==> src/rtl/midi_transmitter_if.sv <==
// Event handshake between a note-event source and the MIDI transmitter.
// The source drives the event fields and VALID; the transmitter answers with READY.
interface midi_transmitter_if;
   logic       EVENT_VALID;
   logic       EVENT_READY;
   logic       EVENT_NOTE_ON;
   logic [3:0] EVENT_CHANNEL;
   logic [6:0] EVENT_NOTE;
   logic [6:0] EVENT_VELOCITY;

   modport master (
      output EVENT_VALID,
      output EVENT_NOTE_ON,
      output EVENT_CHANNEL,
      output EVENT_NOTE,
      output EVENT_VELOCITY,
      input  EVENT_READY
   );

   modport slave (
      input  EVENT_VALID,
      input  EVENT_NOTE_ON,
      input  EVENT_CHANNEL,
      input  EVENT_NOTE,
      input  EVENT_VELOCITY,
      output EVENT_READY
   );
endinterface

==> src/rtl/midi_transmitter.sv <==
// Serialises Note On / Note Off events into 3-byte MIDI messages (8N1, LSB first).
// Define MIDI_TX_RUNNING_STATUS_EN to omit a status byte repeated from the last completed message.
module midi_transmitter #(
   parameter int CLKS_PER_BIT = 1600
) (
   input  logic                CLOCK_50,
   input  logic                RESET,
   midi_transmitter_if.slave   evt,
   output logic                MIDI_TX,
   output logic                BUSY
);

   localparam int CNT_W = (CLKS_PER_BIT > 1) ? $clog2(CLKS_PER_BIT) : 1;
   localparam logic [CNT_W-1:0] CNT_MAX = CNT_W'(CLKS_PER_BIT - 1);

   typedef enum logic [1:0] {
      IDLE,
      START,
      DATA,
      STOP
   } state_t;

   state_t           state_reg, state_next;
   logic [CNT_W-1:0] cnt_reg, cnt_next;
   logic [2:0]       bit_idx_reg, bit_idx_next;
   logic [1:0]       byte_idx_reg, byte_idx_next;
   logic [7:0]       status_reg, status_next;
   logic [7:0]       note_reg, note_next;
   logic [7:0]       vel_reg, vel_next;
   logic             tx_reg, tx_next;

   logic             accept;
   logic             bit_done;
   logic [2:0]       bit_inc;
   logic [7:0]       new_status;
   logic [7:0]       cur_byte;
   logic [1:0]       first_byte;

`ifdef MIDI_TX_RUNNING_STATUS_EN
   logic [7:0]       last_status_reg, last_status_next;
   logic             last_valid_reg, last_valid_next;

   // A repeated status is only skipped when the stored one came from a finished message.
   assign first_byte = (last_valid_reg && (last_status_reg == new_status)) ? 2'd1 : 2'd0;
`else
   assign first_byte = 2'd0;
`endif

   assign accept     = evt.EVENT_VALID && evt.EVENT_READY;
   assign bit_done   = (cnt_reg == CNT_MAX);
   assign bit_inc    = bit_idx_reg + 3'd1;
   assign new_status = {(evt.EVENT_NOTE_ON ? 4'h9 : 4'h8), evt.EVENT_CHANNEL};

   // READY is suppressed while RESET is held so nothing can be accepted during reset.
   assign evt.EVENT_READY = (state_reg == IDLE) && !RESET;
   assign BUSY            = (state_reg != IDLE);
   assign MIDI_TX         = tx_reg;

   always_comb begin
      cur_byte = 8'hFF;
      case (byte_idx_reg)
         2'd0:    cur_byte = status_reg;
         2'd1:    cur_byte = note_reg;
         2'd2:    cur_byte = vel_reg;
         default: cur_byte = 8'hFF;
      endcase
   end

   always_comb begin
      state_next    = state_reg;
      bit_idx_next  = bit_idx_reg;
      byte_idx_next = byte_idx_reg;
      status_next   = status_reg;
      note_next     = note_reg;
      vel_next      = vel_reg;
      tx_next       = tx_reg;
      cnt_next      = (state_reg == IDLE || bit_done) ? '0 : cnt_reg + CNT_W'(1);
`ifdef MIDI_TX_RUNNING_STATUS_EN
      last_status_next = last_status_reg;
      last_valid_next  = last_valid_reg;
`endif

      case (state_reg)
         IDLE: begin
            tx_next = 1'b1;
            if (accept) begin
               status_next   = new_status;
               note_next     = {1'b0, evt.EVENT_NOTE};
               vel_next      = {1'b0, evt.EVENT_VELOCITY};
               byte_idx_next = first_byte;
               bit_idx_next  = 3'd0;
               state_next    = START;
               tx_next       = 1'b0;
            end
         end
         START: begin
            if (bit_done) begin
               state_next   = DATA;
               bit_idx_next = 3'd0;
               tx_next      = cur_byte[0];
            end
         end
         DATA: begin
            if (bit_done) begin
               if (bit_idx_reg == 3'd7) begin
                  state_next = STOP;
                  tx_next    = 1'b1;
               end else begin
                  bit_idx_next = bit_inc;
                  tx_next      = cur_byte[bit_inc];
               end
            end
         end
         STOP: begin
            if (bit_done) begin
               bit_idx_next = 3'd0;
               if (byte_idx_reg == 2'd2) begin
                  state_next    = IDLE;
                  byte_idx_next = 2'd0;
                  tx_next       = 1'b1;
`ifdef MIDI_TX_RUNNING_STATUS_EN
                  last_status_next = status_reg;
                  last_valid_next  = 1'b1;
`endif
               end else begin
                  // Next byte starts straight after the stop bit.
                  state_next    = START;
                  byte_idx_next = byte_idx_reg + 2'd1;
                  tx_next       = 1'b0;
               end
            end
         end
         default: begin
            state_next = IDLE;
            tx_next    = 1'b1;
         end
      endcase
   end

   always_ff @(posedge CLOCK_50) begin
      if (RESET) begin
         state_reg    <= IDLE;
         cnt_reg      <= '0;
         bit_idx_reg  <= 3'd0;
         byte_idx_reg <= 2'd0;
         status_reg   <= 8'h00;
         note_reg     <= 8'h00;
         vel_reg      <= 8'h00;
         tx_reg       <= 1'b1;
      end else begin
         state_reg    <= state_next;
         cnt_reg      <= cnt_next;
         bit_idx_reg  <= bit_idx_next;
         byte_idx_reg <= byte_idx_next;
         status_reg   <= status_next;
         note_reg     <= note_next;
         vel_reg      <= vel_next;
         tx_reg       <= tx_next;
      end
   end

`ifdef MIDI_TX_RUNNING_STATUS_EN
   always_ff @(posedge CLOCK_50) begin
      if (RESET) begin
         last_status_reg <= 8'h00;
         last_valid_reg  <= 1'b0;
      end else begin
         last_status_reg <= last_status_next;
         last_valid_reg  <= last_valid_next;
      end
   end
`endif

endmodule

==> src/flat_wrapper.sv <==
// flat-port wrapper written by rule: the top's interface ports become plain ports
module midi_transmitter_flat 
#(
   parameter int CLKS_PER_BIT = 1600
)
  (CLOCK_50, RESET, MIDI_TX, BUSY, evt_EVENT_VALID, evt_EVENT_NOTE_ON, evt_EVENT_CHANNEL, evt_EVENT_NOTE, evt_EVENT_VELOCITY, evt_EVENT_READY);
  midi_transmitter_if evt_i ();
  input  logic CLOCK_50;
  input  logic RESET;
  output logic MIDI_TX;
  output logic BUSY;
  input wire logic [$bits(evt_i.EVENT_VALID)-1:0] evt_EVENT_VALID;
  input wire logic [$bits(evt_i.EVENT_NOTE_ON)-1:0] evt_EVENT_NOTE_ON;
  input wire logic [$bits(evt_i.EVENT_CHANNEL)-1:0] evt_EVENT_CHANNEL;
  input wire logic [$bits(evt_i.EVENT_NOTE)-1:0] evt_EVENT_NOTE;
  input wire logic [$bits(evt_i.EVENT_VELOCITY)-1:0] evt_EVENT_VELOCITY;
  output wire logic [$bits(evt_i.EVENT_READY)-1:0] evt_EVENT_READY;
  assign evt_i.EVENT_VALID = evt_EVENT_VALID;
  assign evt_i.EVENT_NOTE_ON = evt_EVENT_NOTE_ON;
  assign evt_i.EVENT_CHANNEL = evt_EVENT_CHANNEL;
  assign evt_i.EVENT_NOTE = evt_EVENT_NOTE;
  assign evt_i.EVENT_VELOCITY = evt_EVENT_VELOCITY;
  assign evt_EVENT_READY = evt_i.EVENT_READY;
  midi_transmitter #(.CLKS_PER_BIT(CLKS_PER_BIT)) u_core (.CLOCK_50(CLOCK_50), .RESET(RESET), .evt(evt_i), .MIDI_TX(MIDI_TX), .BUSY(BUSY));
endmodule
==> config.mk <==
export PLATFORM = sky130hd
export DESIGN_NAME = midi_transmitter_flat
export DESIGN_NICKNAME = d
export VERILOG_FILES = /design/src/rtl/midi_transmitter_if.sv /design/src/rtl/midi_transmitter.sv /design/src/flat_wrapper.sv
export SDC_FILE = /design/constraint.sdc
export NUM_CORES = 1
export LEC_CHECK = 0
export BUFFER_PORTS_ARGS = -buffer_cell sky130_fd_sc_hd__buf_2
export CAP_MARGIN = 20
export CORE_ASPECT_RATIO = 0.9
export CORE_MARGIN = 2
export CORE_UTILIZATION = 30
export CTS_CLUSTER_DIAMETER = 80
export CTS_CLUSTER_SIZE = 12
export DETAILED_ROUTE_END_ITERATION = 7
export SYNTH_ARGS = -nofsm -noshare
export SYNTH_HDL_FRONTEND = slang
export SYNTH_SLANG_ARGS = --single-unit
==> constraint.sdc <==
create_clock -name CLOCK_50 -period 6.18 [get_ports CLOCK_50]
set_clock_uncertainty 0.2 [all_clocks]
set_input_delay 1.854 -clock CLOCK_50 [delete_from_list [all_inputs] [get_ports CLOCK_50]]
set_output_delay 1.854 -clock CLOCK_50 [all_outputs]
set_load 0.02 [all_outputs]
==> results by group, run 1 <==
Floorplanning
  – I/O Pins: 25
  – Core footprint: 6180 um2
  – Die area: 7120 um2
  – Initial Utilization: 31.3%
  – Num rows: 27
  – Die width: 88.7 um
  – Die height: 80.3 um

Detailed routing
  – Detail Route Antenna Nets: 0
  – Routed vias/inst: 4.71
  – WL final: 3890 um
  – First-pass detailed-route iteration total: 4
  – DRC errors left: 0
  – Routed len/inst: 11.6 um
  – DR iter-0 viols: 57
  – DR vias: 1581

Synth
  – Synth Area in Compound Gates: 17.4%
  – Top_reg_cell synth: dfxtp_1
  – Synth top area cells: dfxtp_1 40%, nand2_1 8.1%, ha_1 5.2%
  – Yosys cell types: 46
  – Seq/Total Area, Yosys: 40.3%
  – Adder-Cell Fraction of Synth Area: 5.16%
  – Synth warnings: 0
  – Mux cell area share after synthesis: 4.13%
  – Post-synthesis cell area: 1940 um2
  – Area leader, netlist: dfxtp_1
  – Register bit total from synthesis: 39
  – Share of the synthesized area in the top cell type: 40.3%
  – XOR/XNOR share of the synthesized area: 4.07%
  – Gate count of the mapped netlist: 229
  – Mapped Avg Cell Area: 8.46 um2
  – Async S/R FF share, synth: 0%
  – Simple logic cell fraction of the synthesized area: 22.9%
  – Combinational family with the most area after synthesis: simple AND/OR/NAND/NOR gates
  – Synthesized Nets: 259
  – Post-synth EDFFs: 0

Global route
  – Antenna violations before repair: 0
  – Number of global-route vias before repair: 1505
  – Largest net degree at the start of global routing: 42
  – Total track usage: 12.1%
  – First-pass GRT wire length: 6760 um
  – GRT Residual Overflow: 0

Clocking
  – Clk Latency, worst-skew pair: 300 ps
  – CTS H-Tree Depth: 2
  – Post-CTS setup buffer count: 0
  – CTS Buf Count: 5
  – Clock Tree Buf Depth: 2
  – CTS resizes: 0
  – CTS sink count: 39
  – Root Buffer: clkbuf_8
  – Clock slew at reported path FFs: 80 ps
  – CTS tree: done
  – Cts hold-fix bufs: 0

Timing
  – Unrepaired setup endpoints after global routing: no
  – Setup TNS Final: 0 ps
  – Slew Limit Fails: 0
  – Final Hold Vio Count: 0
  – Final setup violation count: 0
  – Slew margin rel.: 53.2%
  – Fmax: 227 MHz
  – Period Utilization, post-route: 71.4%
  – Worst Max-Slew Pin Slew: 701 ps
  – Fin crit period: 4410 ps

Layout
  – Layout Area Growth over Synthesis: 13.3%
  – Max FFs per register: 11
  – Ant diodes: 0
  – Final nets: 278
  – Share of layout cells above drive strength 1: 15.7%
  – Final Core Density: 35.5%

Critical path
  – Setup crit start kind: primary input
  – Critical path endpoint category: output pin
  – CP Data Required Time: 4130 ps
  – CP top delay family: buffers and inverters
  – Worst Path Buf+Inv: 2
  – CP max stage delay: 180 ps
  – CP most frequent cell: buf_2
  – Data arrival, critical path: 2360 ps
  – Crit Path Class: in2out
  – CP Max Fanout: 13
  – Critical Path, Cell by Cell: buf_2 -> nor2b_1 -> buf_2
  – CP max-delay cell: buf_2

Power
  – Peak VDD IR: 0.0850 mV
  – P_leak: 0.822 nW
  – Pwr per Cell Area: 306 nW/um2

Hold path
  – HP Class: reg2reg

Run
  – Maxcap violations: 0

Placement
  – Placer congestion estimate: 0.808
  – PortBufs: 24
  – Detailed placement HPWL: 2740 um

Outcome
  – Outcome: complete, no violations
power breakdown:
group	internal, mW	switching, mW	total [mW]
clock	0.0915	0.0922	0.184
sequential	0.289	0.0196	0.309
combinational	0.0682	0.111	0.179
total	0.449	0.223	0.672
through the flow:
step           cell area (um2)  worst slack (ps)  hold WS [ps]  instances  power, mW
6_report                  2200              1770           244        336      0.672
5_1_grt                   2200              1710           285        336      0.721
4_1_cts                   2200              1760           249        336      0.681
3_5_place_dp              2100              1770           233        328      0.494
3_3_place_gp              2100              1780           226        328      0.491
2_1_floorplan             1940              1950           213        229      0.448
final cells by class:
type	instances	area, um2
inverters	12	45.0
flip-flops and latches	39	781
clock buffers	7	86.3
repair buffers	25	128
fillers	671	3990
multi-input cells	165	1040
clock inverters	1	8.76
well taps	87	109
kinds of logic (layout without fill, tap and decap cells):
family,after synthesis,count (layout)
AND/OR/NAND/NOR,91,91
AO/OA/AOI/OAI,49,49
flip-flops,39,39
buffers and inverters,25,45
XOR/XNOR,9,9
adder cells (fa/ha/maj),8,8
multiplexers,8,8
layout by cell type (no fill, tap or decap), types with 3 or more instances in the layout:
cell type / netlist / routed
nand3_1: 5 / 5
o31ai_1: 3 / 3
a21oi_1: 5 / 5
nor2b_1: 3 / 3
xor2_1: 6 / 6
ha_1: 8 / 8
o21ai_0: 20 / 20
mux2i_1: 8 / 8
o221ai_1: 3 / 3
clkbuf_8: 2 / 6
nand2_1: 42 / 42
inv_1: 12 / 12
a21o_1: 3 / 3
dfxtp_1: 39 / 39
xnor2_1: 3 / 3
buf_2: 4 / 24
nor2_1: 23 / 23
synth_stat cells, types with 3 or more instances:
cell      instances
inv_1            12
nand2_1          42
o31ai_1           3
clkbuf_1          7
mux2i_1           8
nor2b_1           3
ha_1              8
a21o_1            3
dfxtp_1          39
xnor2_1           3
nor2_1           23
o21ai_0          20
a21oi_1           5
nand3_1           5
buf_2             4
xor2_1            6
o221ai_1          3
metal layers:
layer	share of wire (%)	track usage, %	vias to the layer above
met4	1.5	6.36	0
met3	4.5	3.08	5
li1	-	-	829
met1	53	16.0	721
met2	40	17.8	26
met5	0	0	-
worst paths after layout:
check	slack [ps]	from	cells after the start	end
max	1770	RESET	3	evt_EVENT_READY
min reg2reg	240	u_core.cnt_reg[0]	1	u_core.cnt_reg[0]
min	240	u_core.cnt_reg[0]	1	u_core.cnt_reg[0]
max reg2reg	3980	u_core.cnt_reg[0]	6	u_core.state_reg[0]
No activity file was read; power rests on OpenSTA's default activity.
==> run 2: changes to the inputs <==
--- a/config.mk
+++ b/config.mk
@@ -5,6 +5,7 @@
 export SDC_FILE = /design/constraint.sdc
 export NUM_CORES = 1
 export LEC_CHECK = 0
+export ABC_AREA = 1
 export BUFFER_PORTS_ARGS = -buffer_cell sky130_fd_sc_hd__buf_2
 export CAP_MARGIN = 20
 export CORE_ASPECT_RATIO = 0.9
==> constraint.sdc (replaced) <==
create_clock -name CLOCK_50 -period 3.7 [get_ports CLOCK_50]
set_clock_uncertainty 0.2 [all_clocks]
set_input_delay 1.11 -clock CLOCK_50 [delete_from_list [all_inputs] [get_ports CLOCK_50]]
set_output_delay 1.11 -clock CLOCK_50 [all_outputs]
set_load 0.02 [all_outputs]
==> results by group, run 2 <==
Critical path
  – Flop2flop setup slack: 1490 ps (was 3980 ps)
  – FF-to-FF Start: u_core.state_reg[0] (was u_core.cnt_reg[0])
  – CP startpoint: RESET (unchanged)
  – Setup crit start kind: primary input (unchanged)
  – Critical path endpoint category: output pin (unchanged)
  – Crit Path Class: in2out (unchanged)
  – Data arrival, critical path: 1540 ps (was 2360 ps)
  – CP Data Required Time: 2390 ps (was 4130 ps)
  – CP Max Fanout: 7 (was 13)

Synth
  – Seq/Total Area, Yosys: 40.5% (was 40.3%)
  – Share of the synthesized area in the top cell type: 40.5% (was 40.3%)
  – Post-synthesis cell area: 1930 um2 (was 1940 um2)
  – Yosys cell types: 29 (was 46)
  – Synth cell count leaders: 86 x nand2_1, 39 x dfxtp_1, 38 x nand3_1 (was 42 x nand2_1, 39 x dfxtp_1, 23 x nor2_1)
  – Synth warnings: 0 (unchanged)
  – Post-synth EDFFs: 0 (unchanged)
  – Synth top area cells: dfxtp_1 41%, nand2_1 17%, nand3_1 9.9% (was dfxtp_1 40%, nand2_1 8.1%, ha_1 5.2%)
  – Mapped Avg Cell Area: 7.14 um2 (was 8.46 um2)
  – Area leader, netlist: dfxtp_1 (unchanged)
  – Register bit total from synthesis: 39 (unchanged)
  – Synthesized Nets: 300 (was 259)
  – Gate count of the mapped netlist: 270 (was 229)
  – Async S/R FF share, synth: 0% (unchanged)
  – Top_reg_cell synth: dfxtp_1 (unchanged)
  – Most common cell in the synthesized netlist: nand2_1 (unchanged)

Timing
  – Slew margin rel.: 60.5% (was 53.2%)
  – Final Hold Vio Count: 0 (unchanged)
  – Fin crit period: 2850 ps
  – Worst Max-Slew Pin Slew: 592 ps (was 701 ps)
  – Fmax: 351 MHz
  – Final setup violation count: 0 (unchanged)
  – Unrepaired setup endpoints after global routing: no (unchanged)
  – Final WS setup: 849 ps (was 1770 ps)
  – Slew Limit Fails: 0 (unchanged)
  – Period Utilization, post-route: 77.1%
  – Setup TNS Final: 0 ps (unchanged)

Layout
  – Share of layout cells above drive strength 1: 14.6% (was 15.7%)
  – Commonest non-fill, non-tap cells in the layout: 86 x nand2_1, 39 x dfxtp_1, 38 x nand3_1, 25 x inv_1, 24 x buf_2 (was 42 x nand2_1, 39 x dfxtp_1, 24 x buf_2, 23 x nor2_1, 20 x o21ai_0)
  – Ant diodes: 0 (unchanged)
  – Layout Area Growth over Synthesis: 14.7% (was 13.3%)
  – Final nets: 324 (was 278)
  – Final Core Density: 35.9% (was 35.5%)
  – Commonest non-fill, non-tap cell in the layout: nand2_1 (unchanged)
  – Max FFs per register: 11 (unchanged)

Clocking
  – Post-CTS setup buffer count: 0 (unchanged)
  – CTS Buf Count: 5 (unchanged)
  – CTS resizes: 0 (unchanged)
  – Cts hold-fix bufs: 0 (unchanged)
  – CTS sink count: 39 (unchanged)
  – CTS tree: done (unchanged)
  – Clk Latency, worst-skew pair: 290 ps (was 300 ps)
  – Clock slew at reported path FFs: 70 ps (was 80 ps)
  – Clock Tree Buf Depth: 2 (unchanged)
  – CTS H-Tree Depth: 2 (unchanged)
  – Root Buffer: clkbuf_8 (unchanged)

Hold path
  – Hold Crit Start: u_core.cnt_reg[0] (unchanged)
  – HP Class: reg2reg (unchanged)

Floorplanning
  – I/O Pins: 25 (unchanged)
  – Die area: 7080 um2 (was 7120 um2)
  – Initial Utilization: 31.3% (about the same)
  – Die height: 80.0 um (was 80.3 um)
  – Core footprint: 6150 um2 (was 6180 um2)
  – Num rows: 27 (unchanged)
  – Die width: 88.5 um (was 88.7 um)

Global route
  – Largest net degree at the start of global routing: 25 (was 42)
  – Total track usage: 13.5% (was 12.1%)
  – First-pass GRT wire length: 7520 um (was 6760 um)
  – Number of global-route vias before repair: 1713 (was 1505)
  – GRT Residual Overflow: 0 (unchanged)
  – Antenna violations before repair: 0 (unchanged)

Run
  – Maxcap violations: 0 (unchanged)

Detailed routing
  – Routed len/inst: 10.9 um (was 11.6 um)
  – First-pass detailed-route iteration total: 4 (unchanged)
  – DRC errors left: 0 (unchanged)
  – DR vias: 1721 (was 1581)
  – WL final: 4170 um (was 3890 um)
  – Detail Route Antenna Nets: 0 (unchanged)
  – Routed vias/inst: 4.51 (was 4.71)
  – DR iter-0 viols: 107 (was 57)

Power
  – Pwr per Cell Area: 527 nW/um2 (was 306 nW/um2)
  – Total Power: 1.17 mW (was 0.672 mW)
  – Peak VDD IR: 0.175 mV (was 0.0850 mV)
  – P_leak: 1.05 nW (was 0.822 nW)

Outcome
  – Outcome: complete, no violations (unchanged)

Placement
  – Dpl ws: 843 ps (was 1770 ps)
  – Detailed placement HPWL: 3020 um (was 2740 um)
  – Placer congestion estimate: 0.852 (was 0.808)
  – PortBufs: 24 (unchanged)
-- run 2: layout make-up --
| cell class | count | area, um2 |
|---|---|---|
| clock buffers | 7 | 76.3 |
| clock inverters | 1 | 5.00 |
| fillers | 704 | 3940 |
| inverters | 27 | 101 |
| multi-input cells | 195 | 1000 |
| flip-flops and latches | 39 | 781 |
| well taps | 87 | 109 |
| repair buffers | 26 | 135 |
-- run 2: where the power goes --
| group | internal, mW | leakage, nW | switching, mW |
|---|---|---|---|
| sequential | 0.484 | 0.319 | 0.0512 |
| combinational | 0.127 | 0.685 | 0.226 |
| clock | 0.132 | 0.0422 | 0.145 |
-- run 2: metrics by stage --
stage	instance area (um2)	hold WS (ps)	std cells
after floorplan	1930	218	270
after global placement	2130	234	374
after detailed placement	2130	238	374
after CTS	2210	255	382
after global routing	2210	287	382
final	2210	252	382
-- run 2: critical path, cell delays in order --
cell,delay [ps]
buf_2,140
nor2_2,120
buf_2,170
-- run 2: worst paths after layout --
check,endpoint,cells after the start
worst min-delay path,u_core.cnt_reg[0],1
worst min register to register,u_core.cnt_reg[0],1
worst max register to register,u_core.MIDI_TX,10
worst max-delay path,evt_EVENT_READY,3
-- run 2: kinds of logic (layout without fill, tap and decap cells) --
kind of cell | after synthesis | in the layout | synth area share, %
AND/OR/NAND/NOR | 159 | 159 | 37.6
flip-flops | 39 | 39 | 40.5
buffers and inverters | 36 | 61 | 7.47
AO/OA/AOI/OAI | 26 | 26 | 8.31
adder cells (fa/ha/maj) | 8 | 8 | 5.20
XOR/XNOR | 2 | 2 | 0.909
-- run 2: metal layers --
metal / vias up / track usage [%] / wire length [um]
met4: 0 / 3.64 / 14
li1: 920 / - / -
met1: 768 / 18.0 / 2190
met3: 2 / 3.83 / 187
met5: - / 0 / 0
met2: 31 / 21.3 / 1780
